--- config.mk ---
export PLATFORM = sky130hd
export DESIGN_NAME = wb_host_master
export DESIGN_NICKNAME = d
export VERILOG_FILES = /design/src/rtl/wb_host_pkg.sv /design/src/rtl/wb_host_timeout.sv /design/src/rtl/wb_host_master.sv
export SDC_FILE = /design/constraint.sdc
export NUM_CORES = 1
export LEC_CHECK = 0
export CAP_MARGIN = 20
export CORE_MARGIN = 3
export CORE_UTILIZATION = 43
export CTS_CLUSTER_SIZE = 10
export DETAILED_ROUTE_END_ITERATION = 8
export GPL_ROUTABILITY_DRIVEN = 1
export GPL_TIMING_DRIVEN = 0
export HOLD_SLACK_MARGIN = 0.02
export PLACE_DENSITY = 0.86
export SLEW_MARGIN = 20
export SYNTH_ARGS = -nofsm -noshare
export SYNTH_HDL_FRONTEND = slang
export SYNTH_SLANG_ARGS = --single-unit
--- constraint.sdc ---
create_clock -name wb_clk_i -period 5.35 [get_ports wb_clk_i]
set_clock_uncertainty 0.15 [all_clocks]
set_input_delay 1.07 -clock wb_clk_i [delete_from_list [all_inputs] [get_ports wb_clk_i]]
set_output_delay 1.07 -clock wb_clk_i [all_outputs]
set_load 0.005 [all_outputs]
--- src/rtl/wb_host_pkg.sv ---
// Shared types and defaults for the Wishbone classic host master and its timeout helper.
package wb_host_pkg;

    localparam int ADR_W = 32;
    localparam int DAT_W = 32;
    localparam int SEL_W = 4;

    localparam int                DEF_TIMEOUT_CYCLES = 255;
    localparam logic [DAT_W-1:0]  DEF_ERR_DATA       = 32'hDEAD_BEEF;

    typedef enum logic [1:0] {
        IDLE = 2'd0,
        BUS  = 2'd1,
        RESP = 2'd2
    } state_t;

endpackage

--- src/rtl/wb_host_timeout.sv ---
// Saturating wait counter for an outstanding strobe; flags expiry once the count reaches TIMEOUT_CYCLES.
module wb_host_timeout
    import wb_host_pkg::*;
#(
    parameter int TIMEOUT_CYCLES = DEF_TIMEOUT_CYCLES
) (
    input  logic clk,
    input  logic rst,
    input  logic clr,
    input  logic inc,
    output logic expired
);

    localparam int CNT_W = $clog2(TIMEOUT_CYCLES + 1);
    localparam logic [CNT_W-1:0] CNT_MAX = CNT_W'(TIMEOUT_CYCLES);

    logic [CNT_W-1:0] cnt;

    always_ff @(posedge clk or posedge rst) begin
        if (rst) begin
            cnt <= '0;
        end else if (clr) begin
            cnt <= '0;
        end else if (inc && (cnt != CNT_MAX)) begin
            cnt <= cnt + 1'b1;
        end
    end

    assign expired = (cnt == CNT_MAX);

endmodule

--- src/rtl/wb_host_master.sv ---
// Wishbone B4 classic initiator: one command in, one bus cycle, one response out.
// Optional strobe timeout enabled by defining WB_HOST_TIMEOUT_EN.
module wb_host_master
    import wb_host_pkg::*;
#(
    parameter int               TIMEOUT_CYCLES = DEF_TIMEOUT_CYCLES,
    parameter logic [DAT_W-1:0] ERR_DATA       = DEF_ERR_DATA
) (
    input  logic             wb_clk_i,
    input  logic             wb_rst_i,
    input  logic             cmd_valid,
    output logic             cmd_ready,
    input  logic             cmd_we,
    input  logic [ADR_W-1:0] cmd_adr,
    input  logic [DAT_W-1:0] cmd_dat,
    input  logic [SEL_W-1:0] cmd_sel,
    output logic             rsp_valid,
    input  logic             rsp_ready,
    output logic [DAT_W-1:0] rsp_dat,
    output logic             rsp_err,
    output logic             wbm_cyc_o,
    output logic             wbm_stb_o,
    output logic             wbm_we_o,
    output logic [SEL_W-1:0] wbm_sel_o,
    output logic [ADR_W-1:0] wbm_adr_o,
    output logic [DAT_W-1:0] wbm_dat_o,
    input  logic             wbm_ack_i,
    input  logic [DAT_W-1:0] wbm_dat_i
);

    state_t state, state_nx;
    logic   accept;
    logic   done_ack;
    logic   done_tmo;

    // Gated by reset so the command port reads not-ready while reset is held.
    assign cmd_ready = (state == IDLE) && !wb_rst_i;
    assign accept    = cmd_valid && cmd_ready;
    assign done_ack  = (state == BUS) && wbm_ack_i;

`ifdef WB_HOST_TIMEOUT_EN
    logic tmo_expired;

    wb_host_timeout #(
        .TIMEOUT_CYCLES(TIMEOUT_CYCLES)
    ) u_timeout (
        .clk     (wb_clk_i),
        .rst     (wb_rst_i),
        .clr     (accept),
        .inc     ((state == BUS) && !wbm_ack_i),
        .expired (tmo_expired)
    );

    // An ACK arriving on the expiry edge takes priority over the timeout.
    assign done_tmo = (state == BUS) && tmo_expired && !wbm_ack_i;
`else
    logic unused_tmo_cfg;
    assign unused_tmo_cfg = (TIMEOUT_CYCLES > 0);
    assign done_tmo       = 1'b0;
`endif

    always_ff @(posedge wb_clk_i or posedge wb_rst_i) begin
        if (wb_rst_i) begin
            state <= IDLE;
        end else begin
            state <= state_nx;
        end
    end

    always_comb begin
        state_nx = state;
        case (state)
            IDLE:    if (accept)                state_nx = BUS;
            BUS:     if (done_ack || done_tmo)  state_nx = RESP;
            RESP:    if (rsp_ready)             state_nx = IDLE;
            default:                            state_nx = IDLE;
        endcase
    end

    // Outputs follow the next state so CYC/STB and rsp_valid change on the same edge as the state.
    always_ff @(posedge wb_clk_i or posedge wb_rst_i) begin
        if (wb_rst_i) begin
            wbm_cyc_o <= 1'b0;
            wbm_stb_o <= 1'b0;
            wbm_we_o  <= 1'b0;
            wbm_sel_o <= '0;
            wbm_adr_o <= '0;
            wbm_dat_o <= '0;
            rsp_valid <= 1'b0;
            rsp_dat   <= '0;
            rsp_err   <= 1'b0;
        end else begin
            wbm_cyc_o <= (state_nx == BUS);
            wbm_stb_o <= (state_nx == BUS);
            rsp_valid <= (state_nx == RESP);
            if (accept) begin
                wbm_we_o  <= cmd_we;
                wbm_sel_o <= cmd_sel;
                wbm_adr_o <= cmd_adr;
                wbm_dat_o <= cmd_dat;
            end
            if (done_ack) begin
                rsp_dat <= wbm_we_o ? '0 : wbm_dat_i;
                rsp_err <= 1'b0;
            end else if (done_tmo) begin
                rsp_dat <= ERR_DATA;
                rsp_err <= 1'b1;
            end
        end
    end

endmodule
==> results of run 1 <==
-- per-layer routing --
metal | GRT usage [%] | vias to the layer above | wire length, µm
met1 | 21.7 | 1464 | 3820
met2 | 36.1 | 133 | 5530
met3 | 7.76 | 10 | 966
li1 | - | 1354 | -
met4 | 4.84 | 0 | 98
met5 | 0 | - | 0
-- cells by family after synthesis --
logic type	count (synthesis)
flops	105
simple gates	38
other cells	1
buf+inv	18
mux	101
compound gates	4
-- flip-flops by register name, summed over array words and instances (netlist names) --
register and flops:
wbm_stb_o 1, rsp_valid 1, wbm_we_o 1, rsp_dat 32, state 2, wbm_dat_o 32
wbm_sel_o 4, wbm_adr_o 32
-- cells in the final DEF (no fill, tap or decap) --
cell             instances
nor2b_1                 32
clkbuf_8                 9
clkdlybuf4s50_1        210
clkinvlp_4               2
clkinv_2                 1
nand2b_1                 1
conb_1                   1
nor2_1                   1
buf_2                   10
inv_6                    2
bufinv_16                1
or3b_2                   1
buf_4                    3
dfrtp_1                105
nor3_1                   1
mux2_2                  91
nor4b_4                  1
clkinv_4                 1
a21oi_1                  2
clkbuf_1                 4
buf_6                    1
and3b_1                  1
buf_16                   1
mux2_1                  10
a21o_1                   2
-- worst max-delay path by stage --
| stage | to | slack [ns] |
|---|---|---|
| after floorplan | rsp_dat[0] | 1.37 |
| after global placement | wbm_adr_o[30] | -0.19 |
| after detailed placement | cmd_ready | 1.74 |
| after CTS | cmd_ready | 1.74 |
| after global routing | cmd_ready | 1.69 |
| final | cmd_ready | 1.74 |
-- stage by stage --
| stage | utilization [%] | total power (W) |
|---|---|---|
| after floorplan | - | 0.00164 |
| after global placement | 68.7 | 0.00239 |
| after detailed placement | 69.1 | 0.00245 |
| after CTS | 71.2 | 0.00294 |
| after global routing | 71.2 | 0.00308 |
| final | 71.2 | 0.00290 |
-- worst max-delay path, stage by stage --
cell,delay (ns)
clkdlybuf4s50_1,0.55
nor3_1,0.21
clkdlybuf4s50_1,0.55
-- power breakdown --
part / switching [W] / internal, W / total [W]
Combinational: 0.000348 / 0.000815 / 0.00116
Clock: 0.000267 / 0.000219 / 0.000486
Sequential: 0.000158 / 0.00109 / 0.00125
Total: 0.000774 / 0.00212 / 0.00290
-- area by class of cell --
cell class,instances,share of cell area [%]
buffer,17,1.43
sequential,105,39.6
inverter,1,0.132
clock inverter,6,1.02
multi-input combinational,144,21.4
clock buffer,10,1.92
timing repair buffer,211,32.1
tap,129,2.43
==> flow_summary_export.csv, run 1 <==
group,metric,value,unit
status,outcome,"complete, no violations",
timing,rsz0062_at_grt,"no",
critical_path,r2r_end,"wbm_adr_o[8]",
detailed_routing,ant_nets,0,
placed_design,place_hpwl,8.18,mm
timing,fmax,0.277,GHz
min_path,min_from,"wbm_adr_o[9]",
detailed_routing,routed_via_density,4.75,
synthesis,syn_nets,373,
detailed_routing,remaining_drc_errors,0,
detailed_routing,vias,2961,
synthesis,synth-simple-area-share,6.18,%
synthesis,synth_top_area_share,63.3,%
placed_design,dp.cells,607,
critical_path,regToRegStartpoint,"state[1]",
synthesis,synth-compound-area-share,0.603,%
global_route,grt-ovfl-total,0,
power_and_ir_drop,ir_drop,0.225,mV
critical_path,arrival,2.39,ns
synthesis,synth_flop_cell,"dfrtp_1",
clock_network,cts_buffer_depth,2,
floorplan,die_h,104,µm
min_path,worstHoldPathType,"reg -> reg",
clock_network,ctsResizeCount,0,
detailed_routing,routedWlPerCell,16.7,µm
timing,tns,0,ns
placed_design,dp_slack,1.74,ns
placed_design,portBuffers,210,
clock_network,hold_buffers,0,
critical_path,crit_type,"in -> out",
synthesis,synth_mux_area_share,27.4,%
clock_network,cts-root-buf,"clkbuf_8",
global_route,grt_pass1_vias,3299,
layout,n_fill_cell,688,
power_and_ir_drop,p_per_area,436,nW/µm²
synthesis,yosysMostFrequentCell,"dfrtp_1",
placed_design,dpl_cell_area,6440,µm²
timing,final_max_slew_viol_count,0,
layout,area_growth,60.0,%
global_route,grt_usage,19.9,%
critical_path,crit_path_max_fanout,4,
floorplan,dieWidth,104,µm
floorplan,ioPinCount,212,
layout,final_layout_size_suffix_gt1_share,25.1,%
timing,timing.hold.ws,0.345,ns
timing,fin_crit_sh,67.4,%
layout,nNetsFinal,595,
power_and_ir_drop,p_leak,2.79,nW
detailed_routing,wl,10.4,mm
synthesis,async_flop_share,100,%
synthesis,synth-xor-area-share,0,%
critical_path,cp.required,4.13,ns
layout,multi_input_comb_area,1420,µm²
timing,setup_viol,0,
layout,final_cells,623,
timing,post-route-min-period,3.61,ns
job,maxCapViolations,0,
synthesis,syn_area_per_cell,15.5,µm²
layout,final-seq-area,2630,µm²
floorplan,die_area,10900,µm²
synthesis,synth_common_cells,"dfrtp_1 (105), mux2_2 (91), nor2b_1 (32), buf_2 (10), mux2_1 (10)",
clock_network,cts_setup_buffers,0,
synthesis,yosys.area.top_type,"dfrtp_1",
synthesis,synth_seq_cells,105,
synthesis,yosysSeqAreaShare,63.3,%
clock_network,cts_tree,"yes",
synthesis,yosysWarnings,0,
timing,hold_viol,0,
min_path,hold_end,"wbm_adr_o[9]",
detailed_routing,dr.pass1.iters,4,
synthesis,synth-edff-count,0,
clock_network,path_clk_slew,0.11,ns
detailed_routing,drtIter0Drc,81,
timing,timing.final.ws_setup,1.74,ns
synthesis,synthCells,267,
critical_path,worstRegToRegCells,5,
min_path,worstHoldPathCells,1,
synthesis,synth.distinct_cells,18,
clock_network,cts_max_level,3,
clock_network,worstSkewPairLatency,0.34,ns
global_route,antenna_found_initial,0,
global_route,grt_max_degree,64,
floorplan,design.core.area,9330,µm²
critical_path,worst_setup_path_start_kind,"input pin",
layout,antenna_cells,0,
synthesis,synth_top_family_by_area,"multiplexers",
clock_network,cts_made_buffers,9,
synthesis,syn_area,4150,µm²
layout,finalInstanceArea,6640,µm²
placed_design,gp_congestion,0.704,
floorplan,rows,35,
global_route,grt_pass1_wl,17.2,mm
critical_path,r2r_setup_slack,3.26,ns
synthesis,synthAdderAreaFrac,0,%
critical_path,crit_path_end_kind,"output port",
synthesis,ys_top_cells_by_area,"dfrtp_1 (63%), mux2_2 (25%), nor2b_1 (4.8%)",
critical_path,cp-startpoint,"wb_rst_i",
clock_network,cts_sinks,105,
floorplan,start_util,44.5,%
No activity file was read; power rests on OpenSTA's default activity.
==> run 2, diff against run 1 <==
--- a/config.mk
+++ b/config.mk
@@ -7,13 +7,13 @@
 export LEC_CHECK = 0
 export CAP_MARGIN = 20
 export CORE_MARGIN = 3
-export CORE_UTILIZATION = 43
+export CORE_UTILIZATION = 40
 export CTS_CLUSTER_SIZE = 10
 export DETAILED_ROUTE_END_ITERATION = 8
 export GPL_ROUTABILITY_DRIVEN = 1
 export GPL_TIMING_DRIVEN = 0
 export HOLD_SLACK_MARGIN = 0.02
-export PLACE_DENSITY = 0.86
+export PLACE_DENSITY = 0.81
 export SLEW_MARGIN = 20
 export SYNTH_ARGS = -nofsm -noshare
 export SYNTH_HDL_FRONTEND = slang
==> constraint.sdc (replaced) <==
create_clock -name wb_clk_i -period 3.45 [get_ports wb_clk_i]
set_clock_uncertainty 0.15 [all_clocks]
set_input_delay 0.69 -clock wb_clk_i [delete_from_list [all_inputs] [get_ports wb_clk_i]]
set_output_delay 0.69 -clock wb_clk_i [all_outputs]
set_load 0.005 [all_outputs]
==> flow_summary_export.csv, run 2 (synthesis gave the netlist of run 1 again) <==
group,metric,value,unit
global_route,grt_pass1_wl,15.8,mm
clock_network,cts_max_level,3,
clock_network,cts_tree,"yes",
status,outcome,"complete, no violations",
global_route,grt.busiest_layer,"met2",
timing,rsz0062_at_grt,"no",
detailed_routing,wl,10.1,mm
power_and_ir_drop,power,0.00463,W
critical_path,slowest_stage,"clkdlybuf4s50_1",
placed_design,gp_congestion,0.707,
detailed_routing,routedWlPerCell,16.1,µm
layout,antenna_cells,0,
critical_path,crit_chain,"clkdlybuf4s50_1 -> nor3_1 -> clkdlybuf4s50_1",
clock_network,hold_buffers,0,
global_route,antenna_found_initial,0,
clock_network,cts-root-buf,"clkbuf_8",
floorplan,design.core.area,9910,µm²
min_path,worstHoldPathType,"reg -> reg",
critical_path,arrival,1.93,ns
placed_design,place_hpwl,7.88,mm
clock_network,worstSkewPairLatency,0.35,ns
timing,post-route-min-period,2.77,ns
global_route,met2_usage,31.4,%
clock_network,cts_setup_buffers,0,
critical_path,crit_path_max_fanout,4,
placed_design,portBuffers,210,
timing,setup_viol,0,
floorplan,die_h,108,µm
global_route,grt-ovfl-total,0,
timing,fin_crit_sh,80.4,%
layout,layout_common_cells,"clkdlybuf4s50_1 (210), dfrtp_1 (105), mux2_2 (91), nor2b_1 (32)",
detailed_routing,remaining_drc_errors,0,
floorplan,dieWidth,108,µm
layout,nNetsFinal,598,
floorplan,die_area,11600,µm²
global_route,met3_usage,5.16,%
timing,fmax,0.361,GHz
clock_network,cts_buffer_depth,2,
critical_path,crit_type,"in -> out",
layout,final_layout_size_suffix_gt1_share,25.6,%
timing,tightest_slew,0.548,ns
critical_path,cp.required,2.61,ns
critical_path,r2r_setup_slack,1.45,ns
detailed_routing,ant_nets,0,
clock_network,cts_sinks,105,
clock_network,cts_made_buffers,9,
detailed_routing,drtIter0Drc,99,
critical_path,worst_path_most_repeated_cell,"clkdlybuf4s50_1",
detailed_routing,vias,2915,
floorplan,start_util,41.9,%
layout,final_common_cell,"clkdlybuf4s50_1",
power_and_ir_drop,p_per_area,684,nW/µm²
power_and_ir_drop,p_leak,2.85,nW
clock_network,ctsResizeCount,0,
layout,top_regs,"rsp_dat: 32 flops, wbm_adr_o: 32 flops, wbm_dat_o: 32 flops",
layout,area_growth,63.0,%
global_route,grt_pass1_vias,3195,
global_route,use_met1,20.0,%
global_route,grt_max_degree,28,
job,maxCapViolations,0,
critical_path,worst_setup_path_start_kind,"input pin",
timing,hold_viol,0,
timing,tns,0,ns
detailed_routing,routed_via_density,4.63,
global_route,grt_usage,17.5,%
layout,fin_util,68.3,%
detailed_routing,dr.pass1.iters,4,
power_and_ir_drop,ir_drop,0.352,mV
floorplan,rows,36,
timing,slew-limit-headroom,63.4,%
timing,final_max_slew_viol_count,0,
clock_network,path_clk_slew,0.09,ns
critical_path,max_stage_delay,0.55,ns
critical_path,crit_path_end_kind,"output port",
floorplan,ioPinCount,212,
run 2: per-stage QoR:
stage	hold slack, ns	cell area, µm²	setup WS, ns	instances
2_1_floorplan	0.333	4150	1.35	267
3_3_place_gp	0.317	6420	0.199	610
3_5_place_dp	0.325	6520	0.661	614
4_1_cts	0.349	6760	0.651	630
5_1_grt	0.363	6760	0.634	630
6_report	0.342	6760	0.676	630
run 2: path summary, 6_finish.rpt:
path / from / to / cells past startpoint
setup / recovery: wb_rst_i / cmd_ready / 3
hold / removal: wbm_adr_o[7] / wbm_adr_o[7] / 1
setup reg to reg: state[1] / wbm_adr_o[2] / 5
hold reg to reg: wbm_adr_o[7] / wbm_adr_o[7] / 1
max in group asynchronous: wb_rst_i / wbm_dat_o[28] / 6
min in group asynchronous: wb_rst_i / rsp_dat[5] / 2
run 2: cell type report:
cell class,instances,area (µm²)
Tap cell,133,166
Inverter,1,7.51
Timing Repair Buffer,214,2200
Multi-Input combinational cell,144,1420
Clock buffer,10,128
Clock inverter,6,113
Sequential cell,105,2630
Buffer,17,95.1
Fill cell,745,3150
run 2: metal layers:
layer	wire, µm	part of all wire [%]
met1	3920	39
met2	5310	52
met3	791	7.8
met4	119	1.2
met5	0	0
run 2: power breakdown:
part           leakage, nW  switching, W  total (W)  internal, W
Clock                0.121      0.000417   0.000904     0.000487
Combinational         1.46      0.000531    0.00180      0.00127
Sequential            1.27      0.000234    0.00192      0.00169
Total                 2.85       0.00118    0.00463      0.00345
run 2: worst max-delay path: cells and delay by family:
family / cells / cell delay [ns]
buf+inv: 2 / 1.07
simple gates: 1 / 0.17
==> run 3, diff against run 2 <==
--- a/config.mk
+++ b/config.mk
@@ -7,13 +7,13 @@
 export LEC_CHECK = 0
 export CAP_MARGIN = 20
 export CORE_MARGIN = 3
-export CORE_UTILIZATION = 40
+export CORE_UTILIZATION = 36
 export CTS_CLUSTER_SIZE = 10
 export DETAILED_ROUTE_END_ITERATION = 8
 export GPL_ROUTABILITY_DRIVEN = 1
 export GPL_TIMING_DRIVEN = 0
 export HOLD_SLACK_MARGIN = 0.02
-export PLACE_DENSITY = 0.81
+export PLACE_DENSITY = 0.77
 export SLEW_MARGIN = 20
 export SYNTH_ARGS = -nofsm -noshare
 export SYNTH_HDL_FRONTEND = slang
==> constraint.sdc (replaced) <==
create_clock -name wb_clk_i -period 2.5 [get_ports wb_clk_i]
set_clock_uncertainty 0.15 [all_clocks]
set_input_delay 0.5 -clock wb_clk_i [delete_from_list [all_inputs] [get_ports wb_clk_i]]
set_output_delay 0.5 -clock wb_clk_i [all_outputs]
set_load 0.005 [all_outputs]
==> flow_summary_export.csv, run 3 (synthesis gave the netlist of run 1 again) <==
group,metric,value,unit
power_and_ir_drop,p_leak,2.87,nW
power_and_ir_drop,clkPwrFrac,21.7,%
min_path,worstHoldPathType,"reg -> reg",
power_and_ir_drop,power_frac_seq,40.5,%
clock_network,hold_buffers,0,
critical_path,timing.critical_path.buf_inv,2,
clock_network,ctsResizeCount,0,
placed_design,portBuffers,210,
critical_path,crit_type,"in -> out",
critical_path,cp.required,1.85,ns
placed_design,gp_congestion,0.785,
critical_path,crit_path_max_fanout,4,
status,outcome,"complete, no violations",
timing,setup_viol,0,
layout,antenna_cells,0,
layout,n_fill_cell,878,
layout,finalInstanceArea,6830,µm²
clock_network,path_clk_slew,0.06,ns
detailed_routing,routedWlPerCell,16.1,µm
floorplan,ioPinCount,212,
timing,rsz0062_at_grt,"no",
placed_design,dp.cells,621,
critical_path,max_stage_delay,0.55,ns
critical_path,worst_setup_path_start_kind,"input pin",
critical_path,crit_chain,"clkdlybuf4s50_1 -> nor3_1 -> clkdlybuf4s50_1",
layout,final_cells,637,
power_and_ir_drop,p_comb_share,37.8,%
job,maxCapViolations,0,
detailed_routing,remaining_drc_errors,0,
detailed_routing,vias,2971,
detailed_routing,routed_via_density,4.66,
critical_path,slowest_stage,"clkdlybuf4s50_1",
placed_design,place_hpwl,8.06,mm
timing,timing.hold.ws,0.339,ns
power_and_ir_drop,ir_drop,0.463,mV
clock_network,cts_buffer_depth,2,
global_route,antenna_found_initial,0,
power_and_ir_drop,p_int,0.00489,W
detailed_routing,drtIter0Drc,65,
power_and_ir_drop,p_sw_share,25.5,%
timing,fmax,0.416,GHz
clock_network,cts_tree,"yes",
power_and_ir_drop,p_per_area,962,nW/µm²
critical_path,cp-startpoint,"wb_rst_i",
critical_path,worst_path_most_repeated_cell,"clkdlybuf4s50_1",
critical_path,arrival,1.76,ns
floorplan,dieWidth,113,µm
critical_path,regToRegStartpoint,"state[1]",
timing,final_max_slew_viol_count,0,
critical_path,critical_path.top_delay_family,"buffers and inverters",
clock_network,cts_max_level,3,
min_path,min_from,"wbm_adr_o[5]",
global_route,grt-ovfl-total,0,
floorplan,die_area,12800,µm²
timing,hold_viol,0,
layout,final_layout_size_suffix_gt1_share,25.8,%
global_route,grt_max_degree,33,
critical_path,crit_path_end_kind,"output port",
layout,area_growth,64.6,%
layout,nNetsFinal,598,
detailed_routing,ant_nets,0,
floorplan,design.core.area,11000,µm²
floorplan,die_h,113,µm
clock_network,cts_made_buffers,9,
floorplan,rows,38,
layout,layout_common_cells,"clkdlybuf4s50_1 (210), dfrtp_1 (105), mux2_2 (91), nor2b_1 (32)",
critical_path,r2r_setup_slack,0.51,ns
timing,post-route-min-period,2.41,ns
power_and_ir_drop,p_sw,0.00168,W
detailed_routing,wl,10.3,mm
floorplan,start_util,37.6,%
timing,fin_crit_sh,96.3,%
layout,final_common_cell,"clkdlybuf4s50_1",
placed_design,dpl_cell_area,6530,µm²
clock_network,cts-root-buf,"clkbuf_16",
clock_network,cts_setup_buffers,0,
detailed_routing,dr.pass1.iters,4,
global_route,grt_usage,16.2,%
layout,top_regs,"rsp_dat: 32 flops, wbm_adr_o: 32 flops, wbm_dat_o: 32 flops",
global_route,grt_pass1_wl,16.3,mm
clock_network,worstSkewPairLatency,0.34,ns
global_route,grt_pass1_vias,3233,
clock_network,cts_sinks,105,
-- run 3: cell types whose count changed in the layout (fill, tap and decap cells not counted), sizes merged --
cell / before / now
clkinvlp: 1 / 4
inv: 2 / 1
bufinv: 3 / 1
-- run 3: per-layer routing --
| layer | global-route usage (%) | wire [µm] | vias to the layer above |
|---|---|---|---|
| met5 | 0 | 0 | - |
| met4 | 6.89 | 199 | 0 |
| met3 | 5.35 | 873 | 14 |
| met2 | 28.6 | 5310 | 118 |
| met1 | 17.9 | 3900 | 1474 |
| li1 | - | - | 1365 |
-- run 3: power by group through the flow --
stage	Combinational, W	Clock [W]	Sequential [W]
after floorplan	0.000791	0	0.00272
after global placement	0.00246	0	0.00266
after detailed placement	0.00252	0	0.00270
after CTS	0.00254	0.00146	0.00267
after global routing	0.00266	0.00154	0.00275
final	0.00248	0.00142	0.00266
-- run 3: final timing paths --
path,cells after the start,to
worst max register to register,5,wbm_adr_o[1]
max in group asynchronous,4,wbm_dat_o[27]
min in group asynchronous,2,rsp_dat[8]
worst min-delay path,1,wbm_adr_o[5]
worst min register to register,1,wbm_adr_o[5]
worst max-delay path,3,cmd_ready
-- run 3: area by class of cell --
class,instances,area [µm²],area share [%]
inverters,1,7.51,0.110
flip-flops and latches,105,2630,38.5
clock buffers,10,239,3.50
well taps,140,175,2.56
plain buffers,17,95.1,1.39
repair buffers,214,2200,32.2
clock inverters,6,66.3,0.971
multi-input cells,144,1420,20.8
-- run 3: through the flow --
stage / worst slack [ns] / utilization [%] / power, W / TNS [ns]
5_1_grt: 0.0608 / 61.9 / 0.00695 / 0
3_3_place_gp: -0.570 / 58.3 / 0.00512 / -59.93
3_5_place_dp: -0.0558 / 59.2 / 0.00523 / -0.468
4_1_cts: 0.0735 / 61.9 / 0.00668 / 0
2_1_floorplan: 0.590 / - / 0.00351 / 0
6_report: 0.0935 / 61.9 / 0.00657 / 0
-- run 3: worst reg2reg max path: cells and delay by family, from the launching register on --
kind	cells	cell delay, ns
buffers and inverters	3	0.60
and+or+nand+nor	1	0.42
DFF	1	0.36
muxes	1	0.33
